`config.mk`:
```
export PLATFORM = sky130hd
export DESIGN_NAME = instruction_prefetch
export DESIGN_NICKNAME = d
export VERILOG_FILES = /design/src/rtl/fetch_pkg.sv /design/src/rtl/fetch_fifo.sv /design/src/rtl/instruction_prefetch.sv
export SDC_FILE = /design/constraint.sdc
export NUM_CORES = 1
export LEC_CHECK = 0
export BUFFER_PORTS_ARGS = -buffer_cell sky130_fd_sc_hd__buf_2
export CAP_MARGIN = 10
export CORE_ASPECT_RATIO = 0.9
export CORE_MARGIN = 4
export CORE_UTILIZATION = 42
export DETAILED_ROUTE_END_ITERATION = 8
export PLACE_DENSITY = 0.59
export SLEW_MARGIN = 20
export SYNTH_ARGS = -nofsm -noshare
export SYNTH_HDL_FRONTEND = slang
export SYNTH_SLANG_ARGS = --single-unit
export TNS_END_PERCENT = 50
```
`constraint.sdc`:
```
create_clock -name clk -period 6.8 [get_ports clk]
set_input_delay 1.36 -clock clk [delete_from_list [all_inputs] [get_ports clk]]
set_output_delay 1.36 -clock clk [all_outputs]
set_load 0.01 [all_outputs]
```
`src/rtl/fetch_pkg.sv`:
```
// Shared types and constants for the instruction prefetch unit.
package fetch_pkg;

    typedef enum logic [1:0] {
        F_IDLE    = 2'd0,
        F_REQ     = 2'd1,
        F_WAIT    = 2'd2,
        F_DISCARD = 2'd3
    } fetch_state_t;

    localparam int PC_STEP = 4;

endpackage

```
`src/rtl/fetch_fifo.sv`:
```
// Synchronous FIFO holding {pc, instruction} entries; flush beats push and pop.
module fetch_fifo #(
    parameter int WIDTH = 64,
    parameter int DEPTH = 4,
    localparam int PTR_W = $clog2(DEPTH),
    localparam int CNT_W = PTR_W + 1
) (
    input  logic             clk,
    input  logic             rst_n,
    input  logic             push,
    input  logic             pop,
    input  logic             flush,
    input  logic [WIDTH-1:0] din,
    output logic [WIDTH-1:0] head,
    output logic [CNT_W-1:0] count
);

    logic [WIDTH-1:0] mem [DEPTH];
    logic [PTR_W-1:0] wr_ptr;
    logic [PTR_W-1:0] rd_ptr;
    logic             do_pop;

    // Popping an empty queue is silently ignored.
    assign do_pop = pop && (count != '0);
    assign head   = mem[rd_ptr];

    always_ff @(posedge clk or negedge rst_n) begin
        if (!rst_n) begin
            wr_ptr <= '0;
            rd_ptr <= '0;
            count  <= '0;
        end else if (flush) begin
            wr_ptr <= '0;
            rd_ptr <= '0;
            count  <= '0;
        end else begin
            if (push)
                wr_ptr <= wr_ptr + 1'b1;
            if (do_pop)
                rd_ptr <= rd_ptr + 1'b1;
            count <= count + CNT_W'(push) - CNT_W'(do_pop);
        end
    end

    always_ff @(posedge clk) begin
        if (push && !flush)
            mem[wr_ptr] <= din;
    end

endmodule

```
`src/rtl/instruction_prefetch.sv`:
```
// Sequential instruction fetcher feeding a prefetch queue, with redirect flush
// and squashing of a bus read that was already in flight.
module instruction_prefetch
    import fetch_pkg::*;
#(
    parameter int                ADDR_W   = 32,
    parameter int                DATA_W   = 32,
    parameter int                DEPTH    = 4,
    parameter logic [ADDR_W-1:0] RESET_PC = '0
) (
    input  logic              clk,
    input  logic              rst,
    input  logic [DATA_W-1:0] data_in_BUS,
    input  logic              bus_full,
    input  logic              redirect_i,
    input  logic [ADDR_W-1:0] redirect_pc_i,
    input  logic              instr_ready_i,
    output logic              bus_read_o,
    output logic [ADDR_W-1:0] address_out,
    output logic              instr_valid_o,
    output logic [DATA_W-1:0] instruction_o,
    output logic [ADDR_W-1:0] instr_pc_o,
    output fetch_state_t      state
);

    localparam int CNT_W = $clog2(DEPTH) + 1;
    localparam logic [CNT_W:0] DEPTH_X = (CNT_W + 1)'(DEPTH);

    fetch_state_t             state_q, state_d;
    logic [ADDR_W-1:0]        pc_q, pc_d;
    logic [ADDR_W-1:0]        addr_q;
    logic [ADDR_W-1:0]        redirect_target;
    logic                     push, pop;
    logic [CNT_W-1:0]         fifo_count;
    logic [ADDR_W+DATA_W-1:0] fifo_head;
    logic [CNT_W:0]           count_ext, count_after;

    assign redirect_target = {redirect_pc_i[ADDR_W-1:2], 2'b00};
    assign pop             = instr_valid_o & instr_ready_i;
    assign count_ext       = {1'b0, fifo_count};
    assign count_after     = count_ext + (CNT_W + 1)'(1) - (CNT_W + 1)'(pop);

    always_comb begin
        state_d = state_q;
        pc_d    = pc_q;
        push    = 1'b0;
        unique case (state_q)
            F_IDLE: begin
                if (redirect_i) begin
                    pc_d    = redirect_target;
                    state_d = F_REQ;
                end else if (count_ext < DEPTH_X) begin
                    state_d = F_REQ;
                end
            end
            F_REQ: begin
                if (redirect_i) begin
                    pc_d    = redirect_target;
                    state_d = F_DISCARD;
                end else begin
                    state_d = F_WAIT;
                end
            end
            F_WAIT: begin
                // A redirect coinciding with completion drops the word immediately.
                if (redirect_i) begin
                    pc_d    = redirect_target;
                    state_d = bus_full ? F_DISCARD : F_REQ;
                end else if (!bus_full) begin
                    push    = 1'b1;
                    pc_d    = pc_q + ADDR_W'(PC_STEP);
                    state_d = (count_after < DEPTH_X) ? F_REQ : F_IDLE;
                end
            end
            F_DISCARD: begin
                if (redirect_i)
                    pc_d = redirect_target;
                if (!bus_full)
                    state_d = F_REQ;
            end
            default: state_d = F_IDLE;
        endcase
    end

    always_ff @(posedge clk or negedge rst) begin
        if (!rst) begin
            state_q <= F_IDLE;
            pc_q    <= RESET_PC;
        end else begin
            state_q <= state_d;
            pc_q    <= pc_d;
        end
    end

    // Latched at issue so the bus address survives a redirect mid-transaction.
    always_ff @(posedge clk) begin
        if (state_q == F_REQ)
            addr_q <= pc_q;
    end

    fetch_fifo #(
        .WIDTH (ADDR_W + DATA_W),
        .DEPTH (DEPTH)
    ) u_fifo (
        .clk   (clk),
        .rst_n (rst),
        .push  (push),
        .pop   (pop),
        .flush (redirect_i),
        .din   ({addr_q, data_in_BUS}),
        .head  (fifo_head),
        .count (fifo_count)
    );

    assign state         = state_q;
    assign bus_read_o    = (state_q != F_IDLE);
    assign address_out   = (state_q == F_IDLE) ? '0 :
                           (state_q == F_REQ)  ? pc_q : addr_q;
    assign instr_valid_o = (fifo_count != '0);
    assign instruction_o = instr_valid_o ? fifo_head[DATA_W-1:0] : '0;
    assign instr_pc_o    = instr_valid_o ? fifo_head[ADDR_W+DATA_W-1:DATA_W] : '0;

endmodule
```
==> flow_summary.toml <==
[synthesis]
ys_top_cells_by_area = "edfxtp_1, mux4_2, dfrtp_1"
synth-async-reset-ratio_pct = 11.9
synth.most_common_cell = "edfxtp_1"
syn_area_per_cell_um2 = 16.9
synth_warnings = 0
synth.net_count = 868
leading_area_contributor_after_synthesis = "edfxtp_1"
synth_commonest_cells = "edfxtp_1, and2_1, mux4_2"
synth.cell_area_um2 = 13300
synth_largest_type_area_fraction_pct = 57.8
yosys_register_bits = 327
synth_edf_count = 256
syn-instance-count = 786
synth_seq_area_share_pct = 70.0
synth_flop_cell = "edfxtp_1"
ys_types = 47

[placed_design]
dp.cells = 1326
port_buffers = 166
placed_wire_length_estimate_um = 17900
gp_routability_congestion = 0.785

[timing]
setup_viol = 0
grt_setup_unrepaired = "no"
layout_worst_path_cycle_share_pct = 65.0
final_max_slew_viol_count = 0
totalNegativeSetupSlack_ns = 0
min_tclk_post_route_ns = 4.42
fmaxAchievable_mhz = 226
timing_hold_violations_final = 0
slew_headroom_pct = 28.0
worst_slew_pin_slew_ns = 1.08
final.setup_skew_ns = 0.0179
whs_ns = 0.498

[die]
fp.coreArea_um2 = 31100
initial_core_util_pct = 42.8
floorplan.die.width_um = 196
dieArea_um2 = 34600
die_height_um = 177
design.portCount = 169
fp-row-count = 61

[detailed_routing]
detail_route.iter0.violations = 398
vias = 7370
detail_route.vias_per_cell = 5.30
drc = 0
wl_um = 29500
drt-wirelength-per-cell_um = 21.2
drt_pass1_iterations = 6
detail-route-antenna-nets = 0

[worst_setup_path]
arrival_ns = 3.06
r2r_slack_ns = 3.54
setup.worst_path.end_class = "output port"
timing_worst_setup_path_type = "flip-flop to output port"
worstSetupStartpointType = "flip-flop"
required_ns = 5.44
cp_max_fo = 44

[hold_path]
type_of_the_tightest_min_delay_check = "flip-flop to flip-flop"

[clock_network]
clock_slew_seen_by_the_registers_of_the_worst_setup_and_hold_paths_ns = 0.06
post_cts_resized = 0
clk_root_buffer_cell = "clkbuf_16"
clock_sinks = 327
clk_path_buf_depth = 3
h-tree-depth = 2
cts_setup_buffers = 0
cts_buf_count = 36
clock_insertion_delay_worst_skew_ns = 0.50
cts_hold_repair.buffers = 0
cts_tree = "done"

[final_layout]
areaGrowthSynthToFinish_pct = 18.1
finish.net_count = 1037
post_layout_nonfiller_instances = 1390
n_antenna_cell = 0
final_layout_size_suffix_gt1_share_pct = 33.7

[power]
total_leakage_power_nw = 5.60
total_power_w = 0.00610
irDropWorstVdd_uv = 191
power.density_cell_area_nw_per_um2 = 389

[grt]
globalRoute.totalOverflow = 0
grt_pass1_vias = 7760
grt_start_max_net_pins = 66
initial_antenna_violation_count = 1
first_pass_grt_wire_length_um = 45900
gr-usage-all-layers_pct = 17.0

[status]
run_status = "finished clean"

[job]
max_cap_violations = 0
[kinds of logic after synthesis]
logic type	synth area share, %
simple gates	9.95
buf+inv	1.69
xor+xnor	1.05
compound gates	2.46
fa+ha+maj	1.28
mux	13.6
flops	70.0
[through the flow]
step | area, um2 | setup WS, ns | util [%]
global placement | 14500 | 2.68 | 46.8
floorplan | 13300 | 3.04 | -
global route | 15700 | 2.10 | 50.6
CTS | 15700 | 2.22 | 50.6
finish | 15700 | 2.38 | 50.6
detailed placement | 14500 | 2.64 | 46.8
[sequential cells by signal, summed over array words and instances (netlist names)]
name and count:
u_fifo.mem 256, addr_q 32, pc_q 30, u_fifo.count 3, state 2, u_fifo.rd_ptr 2
u_fifo.wr_ptr 2
[final timing paths]
path,start,to,cells after the start
max in group asynchronous,rst,u_fifo.rd_ptr[0]$_DFFE_PN0P_,1
hold reg to reg,addr_q[16]$_DFF_P_,u_fifo.mem[3][48]$_DFFE_PP_,0
hold / removal,addr_q[16]$_DFF_P_,u_fifo.mem[3][48]$_DFFE_PP_,0
setup reg to reg,state[0]$_DFFE_PN0P_,u_fifo.mem[2][37]$_DFFE_PP_,6
min in group asynchronous,rst,pc_q[15]$_DFFE_PN0P_,1
setup / recovery,u_fifo.rd_ptr[0]$_DFFE_PN0P_,instr_pc_o[29],4
[cells in the final DEF (no fill, tap or decap), types with 5 or more instances in the layout]
cell type,synthesis,layout
edfxtp_1,256,256
xnor2_1,11,11
mux2_2,31,31
nand4_1,10,10
o21ai_0,19,19
clkbuf_16,0,37
buf_4,0,8
ha_1,12,11
or4_1,9,9
nand3_1,15,15
dfxtp_1,32,32
a31oi_1,8,8
nor2b_1,6,6
clkbuf_1,28,14
nor4_1,5,5
mux4_2,64,64
dfrtp_1,39,37
xor2_1,5,5
and3_1,6,6
inv_1,13,13
nand2_1,32,32
o31ai_1,7,7
buf_2,5,166
nor2_1,21,21
and4_1,5,5
and2_1,100,96
[critical path: stages, from the launching register on]
cell and delay, ns:
dfrtp_4 1.06, buf_4 0.58, mux4_2 0.58, and2_1 0.19, buf_2 0.14
[area by class of cell]
type                            count  area [um2]
Clock buffer                       55        1030
Timing Repair Buffer              174         891
Sequential cell                   327        9310
Multi-Input combinational cell    403        3780
Clock inverter                      9         124
Fill cell                        2607       15400
Tap cell                          409         512
Inverter                           13        48.8
[metal layers]
layer | global-route usage (%) | vias up | wire length (um) | part of all wire, %
li1 | - | 3381 | - | -
met1 | 24.7 | 3748 | 13800 | 47
met2 | 26.8 | 195 | 13700 | 46
met3 | 3.41 | 46 | 1530 | 5.2
met4 | 3.96 | 0 | 534 | 1.8
met5 | 0 | - | 0 | 0
[power by group]
part           leakage, nW  switching (W)  internal [W]
sequential            3.06       0.000266       0.00241
clock                0.559       0.000735       0.00116
combinational         1.98       0.000750      0.000777
total                 5.60        0.00175       0.00435
Note: power is estimated with default switching activity, not from simulation.
